==> src/rtl/ramp_setpoint_pkg.sv <==
// Shared types and default sizing for the slew-limited setpoint ramp.
package ramp_setpoint_pkg;

  localparam int unsigned DEF_DATA_WIDTH = 10;
  localparam int unsigned DEF_STEP       = 4;

  typedef enum logic [1:0] {
    IDLE      = 2'd0,
    RAMP_UP   = 2'd1,
    RAMP_DOWN = 2'd2
  } state_e;

endpackage

==> src/rtl/ramp_step.sv <==
// Combinational saturating step: moves cur toward tgt by at most STEP without
// overshooting tgt or wrapping past either end of the range.
module ramp_step
  import ramp_setpoint_pkg::*;
#(
  parameter int unsigned DATA_WIDTH = DEF_DATA_WIDTH,
  parameter int unsigned STEP       = DEF_STEP
) (
  input  logic [DATA_WIDTH-1:0] cur,
  input  logic [DATA_WIDTH-1:0] tgt,
  input  logic                  dir,
  output logic [DATA_WIDTH-1:0] nxt
);

  localparam int unsigned EXT_WIDTH = DATA_WIDTH + 1;
  localparam logic [DATA_WIDTH:0] STEP_EXT = EXT_WIDTH'(STEP);

  logic        [DATA_WIDTH:0] sum;
  logic signed [DATA_WIDTH:0] diff;
  logic signed [DATA_WIDTH:0] tgt_s;

  // One extra bit keeps the sum from wrapping and the difference from underflowing.
  always_comb begin
    sum   = {1'b0, cur} + STEP_EXT;
    diff  = $signed({1'b0, cur}) - $signed(STEP_EXT);
    tgt_s = $signed({1'b0, tgt});
    nxt   = tgt;
    if (dir) begin
      if (sum < {1'b0, tgt}) nxt = sum[DATA_WIDTH-1:0];
    end else begin
      if (diff > tgt_s) nxt = diff[DATA_WIDTH-1:0];
    end
  end

endmodule

==> src/rtl/ramp_setpoint.sv <==
// Slew-limited setpoint generator: accepts a target in IDLE and walks ramp_out
// toward it by at most STEP per clock, with hold/abort control and a done pulse.
module ramp_setpoint
  import ramp_setpoint_pkg::*;
#(
  parameter int unsigned DATA_WIDTH = DEF_DATA_WIDTH,
  parameter int unsigned STEP       = DEF_STEP
) (
  input  logic                  clock_1khz,
  input  logic                  rst,
  input  logic [DATA_WIDTH-1:0] target,
  input  logic                  target_valid,
  output logic                  target_ready,
  input  logic                  hold,
  input  logic                  abort,
  output logic [DATA_WIDTH-1:0] ramp_out,
  output logic                  busy,
  output logic                  done
);

  state_e                  state_q, state_d;
  logic [DATA_WIDTH-1:0]   ramp_q, ramp_d;
  logic [DATA_WIDTH-1:0]   tgt_q, tgt_d;
  logic                    done_q, done_d;
  logic [DATA_WIDTH-1:0]   step_nxt;
  logic                    step_up;

  assign step_up = (state_q == RAMP_UP);

  ramp_step #(
    .DATA_WIDTH (DATA_WIDTH),
    .STEP       (STEP)
  ) u_step (
    .cur (ramp_q),
    .tgt (tgt_q),
    .dir (step_up),
    .nxt (step_nxt)
  );

  always_ff @(posedge clock_1khz or posedge rst) begin
    if (rst) begin
      state_q <= IDLE;
      ramp_q  <= '0;
      tgt_q   <= '0;
      done_q  <= 1'b0;
    end else begin
      state_q <= state_d;
      ramp_q  <= ramp_d;
      tgt_q   <= tgt_d;
      done_q  <= done_d;
    end
  end

  // Abort outranks hold, which outranks stepping; the accepting edge never moves ramp_out.
  always_comb begin
    state_d = state_q;
    ramp_d  = ramp_q;
    tgt_d   = tgt_q;
    done_d  = 1'b0;
    case (state_q)
      IDLE: begin
        if (target_valid) begin
          tgt_d = target;
          if (target > ramp_q)      state_d = RAMP_UP;
          else if (target < ramp_q) state_d = RAMP_DOWN;
          else                      done_d  = 1'b1;
        end
      end
      RAMP_UP, RAMP_DOWN: begin
        if (abort) begin
          state_d = IDLE;
        end else if (!hold) begin
          ramp_d = step_nxt;
          if (step_nxt == tgt_q) begin
            state_d = IDLE;
            done_d  = 1'b1;
          end
        end
      end
      default: state_d = IDLE;
    endcase
  end

  assign ramp_out     = ramp_q;
  assign done         = done_q;
  assign target_ready = (state_q == IDLE);
  assign busy         = (state_q != IDLE);

endmodule

==> config.mk <==
export PLATFORM = sky130hd
export DESIGN_NAME = ramp_setpoint
export DESIGN_NICKNAME = d
export VERILOG_FILES = /design/src/rtl/ramp_setpoint_pkg.sv /design/src/rtl/ramp_step.sv /design/src/rtl/ramp_setpoint.sv
export SDC_FILE = /design/constraint.sdc
export NUM_CORES = 1
export LEC_CHECK = 0
export BUFFER_PORTS_ARGS = -buffer_cell sky130_fd_sc_hd__buf_2
export CAP_MARGIN = 40
export CORE_AREA = 5 5 82 65
export DETAILED_ROUTE_END_ITERATION = 7
export DIE_AREA = 0 0 87 70
export GPL_TIMING_DRIVEN = 1
export PLACE_DENSITY = 0.75
export SLEW_MARGIN = 20
export SYNTH_ARGS = -nofsm -noshare
export SYNTH_HDL_FRONTEND = slang
export SYNTH_SLANG_ARGS = --single-unit
==> constraint.sdc <==
create_clock -name clock_1khz -period 4.5 [get_ports clock_1khz]
set_clock_uncertainty 0.2 [all_clocks]
set_input_delay 0.45 -clock clock_1khz [delete_from_list [all_inputs] [get_ports clock_1khz]]
set_output_delay 0.45 -clock clock_1khz [all_outputs]
set_load 0.01 [all_outputs]
Word-level counts from Yosys, hierarchy flattened. Cells that the tools add are included.

Register bits after elaboration: 23. Output and inout bits: 13. Input bits: 15. Word-level logic and storage cells: 42.

Mux-type cells: 17. Magnitude comparators: 4. Bitwise logic cells: 2. Reduce and logical (&&, ||, !) cells: 6. $add $sub $neg: 2. Equality and inequality tests: 7.

Operator list (number): $mux W10 (3); $mux W2 (6); $add A10 B3 Y11 const B (1); $gt A11 B11 Y1 (1); $lt A11 B10 Y1 (1); $sub A10 B3 Y11 const B (1); $eq A10 B10 Y1 (1); $gt A10 B10 Y1 (1); $lt A10 B10 Y1 (1); $mux W1 (6); $ne A3 B3 Y1 const B (2); $pmux W2 S2 (1); $reduce_and A4 Y1 (1); $ne A3 B1 Y1 const B (1); $reduce_and A3 Y1 (1); $eq A2 B1 Y1 const B (1); $eq A2 B2 Y1 const B (1); $logic_not A2 Y1 (1); $ne A2 B2 Y1 const B (1); $not A1 Y1 (2); $pmux W1 S2 (1); $reduce_and A2 Y1 (1); $reduce_bool A2 Y1 (1); $reduce_or A2 Y1 (1).

Depth between registers and ports, before layout.
Depth after elaboration: 9. Gate-level depth with buffers: 14.

Cells and area by module. A second synthesis with hierarchy kept.

Cells, all modules: 246. Area total of the unflattened synthesis: 2298.5 um^2.

Modules (own cells, without submodules): ramp_setpoint (times used 1, seq. area each 575.6 um^2, area an instance 1351.3 um^2, cells each 127); ramp_step (times used 1, seq. area each 0.0 um^2, area an instance 947.2 um^2, cells each 119).

Worst setup path after synthesis. OpenSTA, ideal clock, no wires.

Path kind: register -> register. Start: register ramp_q[2], in the netlist ramp_out[2]. End: register ramp_q[0], in the netlist ramp_out[0]. Required time: 4.172 ns. Clock period less this slack: 3.444 ns. Cell stages (with the launch flop): 15. Slack: 1.056 ns. Library setup time: 0.128 ns. Arrival time: 3.117 ns. Path through: dfrtp_1 > buf_6 > inv_1 > ha_1 > nor3b_1 > xnor2_1 > inv_1 > ha_1 > a21o_1 > a21o_1 > a211oi_1 > nor3_2 > nor2_1 > nand2_1 > mux2_1.

Cells in the longest elaborated chain, start to end: 4. Elaborated cells between the ends (all ways): 7. Classes of those cells: 2 x add/sub; 2 x order compare; 3 x mux.

Ends and longest elaborated chain: start, declared (line ramp_setpoint.sv:22) `logic [DATA_WIDTH-1:0] ramp_q, ramp_d;`; start signal, assigned (line ramp_setpoint.sv:48) `ramp_q <= ramp_d;`; $sub A10 B3 Y11 or $add A10 B3 Y11 (tied branches) (line ramp_step.sv:25, ramp_step.sv:24); $gt A11 B11 Y1 or $lt A11 B10 Y1 (tied branches) (line ramp_step.sv:31, ramp_step.sv:29); $mux W10 (on tied branches) (line ramp_step.sv:31, ramp_step.sv:29); $mux W10 (*) (line ramp_step.sv:28) `if (dir) begin`.

Mark *: on every way between the ends. The rest lies on a longest branch, timed or not. A chain may end at the register's enable or synchronous reset.

Worst setup path after layout. Same ends and word-level chain as after synthesis.

==> impl_results.md <==
* Cells along the critical path: inv_1 > ha_1 > nor3b_1 > xnor2_1 > inv_1 > ha_1 > a21o_1 > a21o_1 > a211oi_1 > nor3_2 > nor2_1 > nand2_1 > mux2_1
* Initial antenna violation count at 0
* Net count, final at 364
* F_max at 236.4 MHz
* Ys flop type: dfrtp_1
* Final hold violations at 0
* Element type at the critical path start: flip-flop
* Core ar. at 4388 um^2
* Crit path max-delay cell type: a211oi_1
* Vias in the first global route at 2,284
* Number of flops mapped to enable cells by yosys at 0
* Clock sink total at 23
* Largest net degree at the start of global routing at 16
* Final hold slack at 0.2138 ns
* Tmin final at 4.229 ns
* Die Width at 87 um
* # Post-CTS Setup Buffers at 0
* Residual DRC at 0
* VDD IR max at 0.3894 mV
* Syn avg cell area at 8.720 um^2
* Vias/cell at 6.217
* Filler cells at 386
* GRT overflow at 0
* Clk root buf: clkbuf_8
* CTS Buf Count at 3
* PortBufs at 27
* CTS max path bufs at 2
* Outcome: finished clean
* Layout area overhead at 8.395%
* Comb pwr share at 73.4%
* Sw Share at 53.60%
* Hold Path Class: in -> reg
* Layout cells sized above 1 at 18.04%
* Worst path bufs/invs at 2
* WL per Instance at 18.57 um
* CP arrival at 4.21 ns
* CP required at 4.48 ns
* Row cnt at 21
* First-pass GRT wire length at 11,320 um
* Clock share of power at 6.1%
* WL final at 6925 um
* Sequential share of power at 20.5%
* Tcrit/Tclk final at 93.99%
* CTS tree: yes
* P_leak at 1.312 nW
* DRT Pass-1 Iters at 4
* Post-cts hold buffer count at 1
* Number of diodes at 0
* Netlist Area Pre-Place at 2564 um^2
* Final Setup Violations at 0
* Via count at 2,319
* Pre-CTS setup slack at 0.3770 ns
* Setup WS post-layout at 0.2706 ns
* H-tree depth at 1
* Crit-path max FO at 9
* Initial drt markers at 254
* Number of gates resized after CTS at 0
* Finished Cell Area at 2779 um^2
* Post-layout util at 63.33%
* DP Wirelength at 5600 um
* Crit path capture type: flip-flop
* Max Cap Viol at 0
* Placed Area at 2720 um^2
* Clock Latency Late Sink at 0.29 ns
* GPL Wtd Cong at 0.9359
* Post-synthesis sequential area ratio at 22.45%
* Gr usage total at 23.79%
* P per Cell Area at 879.3 nW/um^2
* Max-slew violations at 0
* Net Sw Power at 1.310 mW
* Asr flop ratio synth at 100.0%
* Unrepaired setup endpoints after global routing: false
* Syn nets at 341
* Worst slew pin tran at 0.7124 ns
* Die area at 6090 um^2
* Initial Utilization at 58.43%
* Yosys cell types at 57
* Critical path's largest stage delay at 0.62 ns
* Setup TNS at 0 ns
* Final ANT Viol Nets at 0
* Internal Pwr Total at 1.134 mW
* Worst Setup Path Type: reg -> reg
* Ys Warns at 0
* Flops & latches, synth at 23
* # IOs at 28
* Clock-pin transition on the worst setup and hold timing paths at 0.11 ns
* Cells after synthesis at 294
* Die height at 70 um
* Slew headroom at 52.22%
* Cell family with most CP delay: simple AND/OR/NAND/NOR gates
[power groups by stage]
stage,clock [mW],sequential (mW),combinational [mW]
after global routing,0.158,0.518,2.00
after floorplan,0,0.411,1.42
after global placement,0,0.493,1.73
after CTS,0.153,0.491,1.77
after detailed placement,0,0.495,1.75
final,0.149,0.500,1.79
[cell type report]
cell class	instances	area (um^2)	area share, %
Sequential cell	23	575.6	20.71
Multi-Input combinational cell	231	1802	64.84
Clock inverter	1	7.507	0.2701
Tap cell	57	71.32	2.566
Inverter	29	108.9	3.917
Clock buffer	3	41.29	1.486
Timing Repair Buffer	29	172.7	6.213
[metrics by stage]
stage	power, mW	cells
global placement	2.226	367
finish	2.443	373
detailed placement	2.249	368
floorplan	1.827	294
CTS	2.413	373
global route	2.672	373
[flip-flops by register name, summed over array words and instances, names as in the netlist]
signal and cells:
state_q 2, done 1, ramp_out 10, tgt_q 10
[logic make-up (layout without fill, tap and decap cells)]
logic type                 Yosys count  in the layout  synth area share [%]
AOI/OAI and AO/OA                   71             71                 19.47
DFF                                 23             23                 22.45
xor gates and xnor gates            24             24                 10.10
adders and majority gates           32             32                 15.62
buffers and inverters               40             62                 7.271
muxes                               12             12                 5.173
and+or+nand+nor                     92             92                 19.91
[metal layers]
metal	track usage [%]	up-vias	part of all wire [%]	wire length, um
li1	-	1117	-	-
met1	33.43	1081	46	3165
met2	35.80	106	44	3022
met3	5.405	15	8.4	583
met4	7.612	0	2.2	155
met5	0	-	0	0
[worst register-to-register path: stages, from the launching register on]
cell and delay [ns]:
dfrtp_1 0.50, inv_1 0.16, ha_1 0.25, nor3b_1 0.44, xnor2_1 0.28, inv_1 0.09, ha_1 0.30, a21o_1 0.19
a21o_1 0.17, a211oi_1 0.62, nor3_2 0.21, nor2_1 0.29, nand2_1 0.13, mux2_1 0.32
[final timing paths]
kind	endpoint	depth (start not counted)	startpoint	slack [ns]
max reg2reg	ramp_out[0]$_DFFE_PP0P_	13	ramp_out[2]$_DFFE_PP0P_	0.27
min reg2reg	tgt_q[1]$_DFFE_PP0P_	1	tgt_q[1]$_DFFE_PP0P_	0.36
min in group asynchronous	tgt_q[8]$_DFFE_PP0P_	3	rst	0.52
min	tgt_q[7]$_DFFE_PP0P_	2	target[7]	0.21
max in group asynchronous	ramp_out[2]$_DFFE_PP0P_	4	rst	3.12
max	ramp_out[0]$_DFFE_PP0P_	13	ramp_out[2]$_DFFE_PP0P_	0.27
[Yosys cell counts (2+ instances only)]
cell type  count  area (um^2)
ha_1          32        400.4
inv_1         28        105.1
nand2_1       25        93.84
dfrtp_1       23        575.6
xnor2_1       16        140.1
a21oi_1       14        70.07
nand3_1       10        50.05
mux2_2         9        101.4
nor2_1         9        33.78
o21ai_0        9        45.04
o31ai_1        7        52.55
a211oi_1       6        45.04
and3_1         6        37.54
nand4_1        6        37.54
nor2b_1        5        31.28
nor3_1         5        25.02
or2_2          5        31.28
a21o_1         4        30.03
a31oi_1        4        25.02
buf_4          4        30.03
clkbuf_1       4        15.01
o21ai_1        4        20.02
xor2_1         4        35.03
nand2b_1       3        18.77
nor3_2         3        30.03
o221ai_1       3        26.28
or3_1          3        18.77
xnor3_1        3        67.56
a211o_1        2        17.52
a41o_1         2        20.02
buf_6          2        22.52
mux2i_1        2        20.02
nor3b_1        2        15.01
nor4_1         2        12.51
nor4_2         2        25.02
o2111ai_1      2        17.52
o211a_1        2        20.02
o22ai_1        2        12.51
o32ai_1        2        17.52
[placed cells by master (no fill, tap or decap), types with 4 or more instances in the layout]
| master | netlist | layout |
|---|---|---|
| nor2b_1 | 5 | 5 |
| xnor2_1 | 16 | 16 |
| nor3_1 | 5 | 5 |
| o31ai_1 | 7 | 7 |
| o21ai_1 | 4 | 4 |
| a21o_1 | 4 | 4 |
| or2_2 | 5 | 5 |
| xor2_1 | 4 | 4 |
| mux2_2 | 9 | 9 |
| nand3_1 | 10 | 10 |
| a211oi_1 | 6 | 6 |
| o21ai_0 | 9 | 9 |
| dfrtp_1 | 23 | 23 |
| ha_1 | 32 | 32 |
| nand4_1 | 6 | 6 |
| inv_1 | 28 | 28 |
| nand2_1 | 25 | 25 |
| a31oi_1 | 4 | 4 |
| buf_2 | 0 | 27 |
| a21oi_1 | 14 | 14 |
| and3_1 | 6 | 6 |
| nor2_1 | 9 | 9 |
(Power assumes the default switching activity.)
